===== config.mk =====
export PLATFORM = sky130hd
export DESIGN_NAME = btn_conditioner
export DESIGN_NICKNAME = d
export VERILOG_FILES = /design/src/rtl/timer_pkg.sv /design/src/rtl/btn_debounce_cell.sv /design/src/rtl/btn_conditioner.sv
export SDC_FILE = /design/constraint.sdc
export NUM_CORES = 1
export LEC_CHECK = 0
export ABC_AREA = 1
export ABC_CLOCK_PERIOD_IN_PS = 1600
export CAP_MARGIN = 40
export CELL_PAD_IN_SITES_DETAIL_PLACEMENT = 1
export CELL_PAD_IN_SITES_GLOBAL_PLACEMENT = 2
export CORE_MARGIN = 8
export CORE_UTILIZATION = 37
export DETAILED_ROUTE_END_ITERATION = 6
export PLACE_DENSITY = 0.8
export SLEW_MARGIN = 20
export SYNTH_ARGS = -nofsm -noshare
export SYNTH_HDL_FRONTEND = slang
export SYNTH_SLANG_ARGS = --single-unit

===== constraint.sdc =====
create_clock -name clk -period 1.6 [get_ports clk]
set_input_delay 0.32 -clock clk [delete_from_list [all_inputs] [get_ports clk]]
set_output_delay 0.32 -clock clk [all_outputs]
set_load 0.1 [all_outputs]

===== src/rtl/timer_pkg.sv =====
// Shared definitions for the countdown timer: button indices and the
// auto-repeat state encoding used by btn_conditioner.
package timer_pkg;

   localparam int unsigned BTN_UP     = 0;
   localparam int unsigned BTN_DOWN   = 1;
   localparam int unsigned BTN_LEFT   = 2;
   localparam int unsigned BTN_RIGHT  = 3;
   localparam int unsigned BTN_ACTION = 4;
   localparam int unsigned NUM_BTN    = 5;

   typedef enum logic [1:0] {
      RptIdle   = 2'b00,
      RptDelay  = 2'b01,
      RptRepeat = 2'b10
   } rpt_state_e;

   // Counter width able to hold n-1, never narrower than one bit.
   function automatic int unsigned cnt_width(input int unsigned n);
      return (n > 1) ? $clog2(n) : 1;
   endfunction

endpackage


===== src/rtl/btn_debounce_cell.sv =====
// One button channel: two-flop synchroniser, debounce counter and registered
// press/release edge pulses aligned with the level change.
module btn_debounce_cell
   import timer_pkg::*;
#(
   parameter int unsigned DEBOUNCE_CYCLES = 500000
) (
   input  logic clk,
   input  logic rst_n,
   input  logic raw_i,
   output logic level_o,
   output logic press_o,
   output logic release_o
);

   localparam int unsigned CntW = cnt_width(DEBOUNCE_CYCLES);

   logic            sync1_q, sync1_d;
   logic            sync2_q, sync2_d;
   logic            level_q, level_d;
   logic [CntW-1:0] cnt_q, cnt_d;
   logic            press_q, press_d;
   logic            release_q, release_d;

   always_comb begin
      sync1_d = raw_i;
      sync2_d = sync1_q;
      level_d = level_q;
      cnt_d   = '0;
      if (sync2_q != level_q) begin
         if (cnt_q == CntW'(DEBOUNCE_CYCLES - 1)) begin
            level_d = ~level_q;
         end else begin
            cnt_d = cnt_q + CntW'(1);
         end
      end
      press_d   = level_d & ~level_q;
      release_d = ~level_d & level_q;
   end

   always_ff @(posedge clk or negedge rst_n) begin
      if (!rst_n) begin
         sync1_q   <= 1'b0;
         sync2_q   <= 1'b0;
         level_q   <= 1'b0;
         cnt_q     <= '0;
         press_q   <= 1'b0;
         release_q <= 1'b0;
      end else begin
         sync1_q   <= sync1_d;
         sync2_q   <= sync2_d;
         level_q   <= level_d;
         cnt_q     <= cnt_d;
         press_q   <= press_d;
         release_q <= release_d;
      end
   end

   assign level_o   = level_q;
   assign press_o   = press_q;
   assign release_o = release_q;

endmodule


===== src/rtl/btn_conditioner.sv =====
// Conditions the five raw push-buttons into clean debounced levels and pulses.
// Define BTN_AUTO_REPEAT_EN to add auto-repeat on the up/down buttons.
module btn_conditioner
   import timer_pkg::*;
#(
   parameter int unsigned DEBOUNCE_CYCLES = 500000,
   parameter int unsigned REPEAT_DELAY    = 25000000,
   parameter int unsigned REPEAT_RATE     = 5000000
) (
   input  logic               clk,
   input  logic               rst_n,
   input  logic [NUM_BTN-1:0] btn_raw,
   output logic [NUM_BTN-1:0] btn_level,
   output logic [NUM_BTN-1:0] btn_press,
   output logic [NUM_BTN-1:0] btn_release
);

   logic [NUM_BTN-1:0] edge_press;

   if (DEBOUNCE_CYCLES < 2 || REPEAT_RATE < 1 || REPEAT_DELAY < 1) begin : g_bad_param
      $error("btn_conditioner: illegal parameter value");
   end

   for (genvar i = 0; i < NUM_BTN; i++) begin : g_cell
      btn_debounce_cell #(
         .DEBOUNCE_CYCLES(DEBOUNCE_CYCLES)
      ) u_cell (
         .clk      (clk),
         .rst_n    (rst_n),
         .raw_i    (btn_raw[i]),
         .level_o  (btn_level[i]),
         .press_o  (edge_press[i]),
         .release_o(btn_release[i])
      );
   end

`ifdef BTN_AUTO_REPEAT_EN
   localparam int unsigned RptW =
      cnt_width((REPEAT_DELAY > REPEAT_RATE) ? REPEAT_DELAY : REPEAT_RATE);

   rpt_state_e      state_q [2];
   rpt_state_e      state_d [2];
   logic [RptW-1:0] rcnt_q  [2];
   logic [RptW-1:0] rcnt_d  [2];
   logic [1:0]      rpt_pulse;

   // Repeat pulses are decoded from registered state, so they sit in the same
   // cycle as the counter match and vanish as soon as the level drops.
   always_comb begin
      for (int b = BTN_UP; b <= BTN_DOWN; b++) begin
         state_d[b]   = state_q[b];
         rcnt_d[b]    = rcnt_q[b];
         rpt_pulse[b] = 1'b0;
         if (!btn_level[b]) begin
            state_d[b] = RptIdle;
            rcnt_d[b]  = '0;
         end else begin
            unique case (state_q[b])
               RptIdle: begin
                  if (edge_press[b]) begin
                     state_d[b] = RptDelay;
                     rcnt_d[b]  = '0;
                  end
               end
               RptDelay: begin
                  if (rcnt_q[b] == RptW'(REPEAT_DELAY - 1)) begin
                     rpt_pulse[b] = 1'b1;
                     state_d[b]   = RptRepeat;
                     rcnt_d[b]    = '0;
                  end else begin
                     rcnt_d[b] = rcnt_q[b] + RptW'(1);
                  end
               end
               RptRepeat: begin
                  if (rcnt_q[b] == RptW'(REPEAT_RATE - 1)) begin
                     rpt_pulse[b] = 1'b1;
                     rcnt_d[b]    = '0;
                  end else begin
                     rcnt_d[b] = rcnt_q[b] + RptW'(1);
                  end
               end
               default: begin
                  state_d[b] = RptIdle;
                  rcnt_d[b]  = '0;
               end
            endcase
         end
      end
   end

   always_ff @(posedge clk or negedge rst_n) begin
      if (!rst_n) begin
         for (int b = 0; b < 2; b++) begin
            state_q[b] <= RptIdle;
            rcnt_q[b]  <= '0;
         end
      end else begin
         for (int b = 0; b < 2; b++) begin
            state_q[b] <= state_d[b];
            rcnt_q[b]  <= rcnt_d[b];
         end
      end
   end

   assign btn_press = edge_press | {{(NUM_BTN - 2){1'b0}}, rpt_pulse};
`else
   assign btn_press = edge_press;
`endif

endmodule


Word-level counts from Yosys, hierarchy flattened
Cells that the tools add are included.

storage, ports and cells
  bits in registers = 120
  input port bits = 7
  output and inout bits = 15

cells by class
  add/sub/neg operators = 5
  equality and inequality tests = 10
  mux-type cells = 20
  bitwise operators = 20

operators by type and width
  kind                   count
  $mux 19                10
  $add 19x1->19 const B  5
  $eq 19x19->1 const B   5
  $and 1x1->1            10
  $mux 1                 10
  $not 1->1              10
  $ne 1x1->1             5

Depth between registers and ports, before layout
  word-level depth = 5
  depth in mapped cells = 9
  gate-level depth less buffers = 9

Cells and area by module
A second synthesis with hierarchy kept.

unflattened totals
  cell total of the unflattened synthesis = 765
  area, all modules = 6443.7 sq um

by module, submodules not included
  module             instances  cells each  area each (sq um)  seq. area each (sq um)
  btn_debounce_cell  5          153         1288.7             600.6

Worst setup path after synthesis
OpenSTA, ideal clock, no wires.

  kind = register -> register
  start point = register g_cell[3].u_cell.cnt_q[0]
  end point = register g_cell[3].u_cell.cnt_q[17]
  library setup time = 69 ps
  arrival time = 1190 ps
  slack = 342 ps
  cell stages (with the launch flop) = 9
  path buffers = 0
  cells stage by stage = dfrtp_1 > ha_1 > nand2_1 > nor2_4 > inv_2 > nor2_4 > a21oi_4 > inv_2 > nor2_2

on the way
  longest elaborated chain between the ends = 3

ends and longest elaborated chain
  what                                           RTL line                                          RTL
  start, declared                                btn_debounce_cell.sv:21                           logic [CntW-1:0] cnt_q, cnt_d;
  start signal, assigned                         btn_debounce_cell.sv:53                           cnt_q <= cnt_d;
  $add 19x1->19 or $eq 19x19->1 (tied branches)  btn_debounce_cell.sv:34, btn_debounce_cell.sv:31
  $mux 19 (*)                                    btn_debounce_cell.sv:31                           if (cnt_q == CntW'(DEBOUNCE_CYCLES - 1)) begin
  $mux 19 (*)                                    btn_debounce_cell.sv:30                           if (sync2_q != level_q) begin
  net g_cell[3].u_cell.cnt_d[17]                 btn_debounce_cell.sv:21

The timed path passes the listed nets; every way through them passes the cells marked *.

Worst setup path in the final report
  start point = register g_cell[3].u_cell.level_q
  end point = output btn_level[3]

RTL lines
  what                    RTL line                 RTL
  start, declared         btn_debounce_cell.sv:20  logic level_q, level_d;
  start signal, assigned  btn_debounce_cell.sv:52  level_q <= level_d;
  end, declared           btn_conditioner.sv:13    output logic [NUM_BTN-1:0] btn_level,

No word-level cell between the ends.

==> results_dict.tcl <==
set metrics [dict create \
    ant_nets 0 \
    start_kind "flip-flop" \
    grt_pass1_wl_um 28100 \
    crit_path_end_kind "output port" \
    timing.final.max_slew_violations 0 \
    grt_max_degree 56 \
    syn_nets 861 \
    die_w_um 149 \
    timing.fmax_mhz 680 \
    crit_family "flip-flops" \
    period_share 0.919 \
    root_buffer "clkbuf_16" \
    die_h_um 149 \
    worstSetupPathType "flip-flop to output port" \
    synth_top_area_frac 0.462 \
    cts_buffer_depth 2 \
    drc_errors 0 \
    crit_path_max_fanout 5 \
    path_clk_slew_ns 0.06 \
    drive_above_1_share 0.126 \
    peakVddDrop_mv 0.784 \
    numClockSinks 120 \
    grt_pass1_vias 5791 \
    synth_edf_count 0 \
    path_cells "buf_12" \
    status "finished clean" \
    yosysMostFrequentCell "nor2_1" \
    synth_flop_cell "dfrtp_1" \
    htreeDepth 4 \
    initial_core_util 0.377 \
    worst_path_max_delay_cell "dfrtp_1" \
    clock_latency_ns 0.43 \
    final_cell_count_no_fill 1115 \
    timing.rr.start "g_cell[3].u_cell.cnt_q[0]" \
    firstDrtPassIters 4 \
    fill_cells 2068 \
    finalSetupViolations 0 \
    rows 48 \
    max_slew_margin 0.740 \
    hold_viol_final 0 \
    seqCellArea_um2 3000 \
    gp_congestion 0.814 \
    dp.cells 1082 \
    cp-startpoint "g_cell[3].u_cell.level_o" \
    yosys_warnings 0 \
    maxCapViolCount 0 \
    p_per_area_nw_per_um2 960 \
    die_area_um2 22100 \
    via_per_inst 4.79 \
    p_leak_nw 3.43 \
    synth_top_cell_by_area "dfrtp_1" \
    portBuffers 21 \
    vias 5341 \
    hp-class "primary input to asynchronous set/reset pin" \
    cp_data_required_time_ns 1.28 \
    netlist_area_um2 6500 \
    reg2reg_setup_slack_ns 0.14 \
    async_flop_share 1.00 \
    grt_overflow 0 \
    syn_to_final_growth_pct 19.9 \
    cts_made_buffers 17 \
    finClkSkew_ns 0.00637 \
    grt_use_total 0.158 \
    critPathBufInv 1 \
    synth_area_leaders "dfrtp_1 46%, nor2_1 12%, nand2_1 10%, nand3_1 5.3%, inv_1 5.1%" \
    multi_input_area_um2 3070 \
    tightest_slew_ns 0.388 \
    synthCells 849 \
    min_period_ns 1.47 \
    core_um2 17200 \
    rsz0062_at_grt "false" \
    antenna_found_initial 0 \
    cts_tree "built" \
    ys_seq_area_frac 0.462 \
    arrival_ns 1.15 \
    ys_types 30 \
    ios 22 \
    ys_top_cells_by_count "214 x nor2_1, 176 x nand2_1, 120 x dfrtp_1, 88 x inv_1, 69 x nand3_1" \
    drt_iter0_drc 135 \
    fin_tns_setup_ns 0 \
    ys_ff_latch 120 \
    wl_um 16100 \
    nets 889 \
    diodes 0 \
    routedWlPerCell_um 14.5 \
    synth_area_per_cell_um2 7.66 \
    worst_path_largest_cell_delay_ns 0.50 \
    dp_hpwl_um 12000 \
]
-- registers in the layout, summed over array words and instances (netlist names) --
name	cells
g_cell.u_cell.level_o	5
g_cell.u_cell.sync1_q	5
g_cell.u_cell.press_o	5
g_cell.u_cell.release_o	5
g_cell.u_cell.cnt_q	95
g_cell.u_cell.sync2_q	5
-- cell usage in the layout (no fill, tap or decap), drive strengths merged, types with 6 or more instances in the layout --
cell type,instances
o21ai,8
nand4,7
xnor2,19
xor2,31
nor2,238
clkbuf,19
nand2,185
a21oi,18
buf,25
nor3b,10
nor3,13
nand3,71
dfrtp,120
inv,95
clkinv,6
-- worst paths after layout --
path,to,depth (start not counted)
setup reg to reg,g_cell[3].u_cell.cnt_q[0],8
setup / recovery,btn_level[3],1
hold reg to reg,g_cell[0].u_cell.sync2_q,0
hold / removal,g_cell[0].u_cell.cnt_q[13],2
max in group asynchronous,g_cell[1].u_cell.release_o,3
min in group clk,g_cell[0].u_cell.sync1_q,1
-- where the power goes --
| group | internal [mW] | leakage [nW] | switching [mW] | total, mW |
|---|---|---|---|---|
| combinational | 0.0776 | 1.48 | 0.159 | 0.236 |
| sequential | 3.08 | 1.64 | 0.0327 | 3.11 |
| clock | 2.67 | 0.309 | 1.47 | 4.14 |
| total | 5.82 | 3.43 | 1.67 | 7.49 |
-- stage by stage --
step / hold WS (ns) / cell area [um2] / utilization / total power, mW / setup slack (ns)
6_report: 0.333 / 7800 / 0.453 / 7.49 / 0.130
5_1_grt: 0.311 / 7800 / 0.453 / 7.76 / 0.00764
4_1_cts: 0.310 / 7740 / 0.449 / 7.61 / 0.0263
3_5_place_dp: 0.243 / 7090 / 0.411 / 3.41 / 0.0510
3_3_place_gp: 0.234 / 7090 / 0.411 / 3.39 / 0.0952
2_1_floorplan: 0.0244 / 6500 / - / 3.26 / 0.342
-- cell type report --
type,instances,share of cell area
multi-input combinational,614,0.394
inverter,93,0.0447
clock inverter,13,0.0249
tap,225,0.0361
timing repair buffer,31,0.0590
clock buffer,19,0.0568
sequential,120,0.385
-- per-layer routing --
layer	track usage	vias to the layer above	share of wire
li1	-	2660	-
met1	0.190	2611	0.46
met2	0.267	49	0.50
met3	0.0431	21	0.028
met4	0.0535	0	0.014
met5	0	-	0
-- kinds of logic after synthesis --
kind of cell             Yosys count  synth area share
flip-flops                       120             0.462
AND/OR/NAND/NOR                  528             0.355
AO/OA/AOI/OAI                     31            0.0275
buffers and inverters            115            0.0767
XOR/XNOR                          50            0.0696
adder cells (fa/ha/maj)            5           0.00962
-- what timing repair did --
item                                    in CTS  in global routing
resized for setup                            1                 18
endpoints found under the setup margin       1                 35
endpoints found under the hold margin       17                  0
pin swaps                                    0                  1
buffers inserted                             0                  0
hold buffers                                 1                  0
-- worst reg2reg max path: stages, from the launching register on --
cell and delay [ns]:
dfrtp_1 0.40, ha_1 0.23, nand2_2 0.11, nor2_4 0.05
inv_2 0.09, nor2_4 0.05, a21oi_4 0.23, inv_2 0.11
nor2_2 0.11
Note: power is estimated with default switching activity, not from simulation.
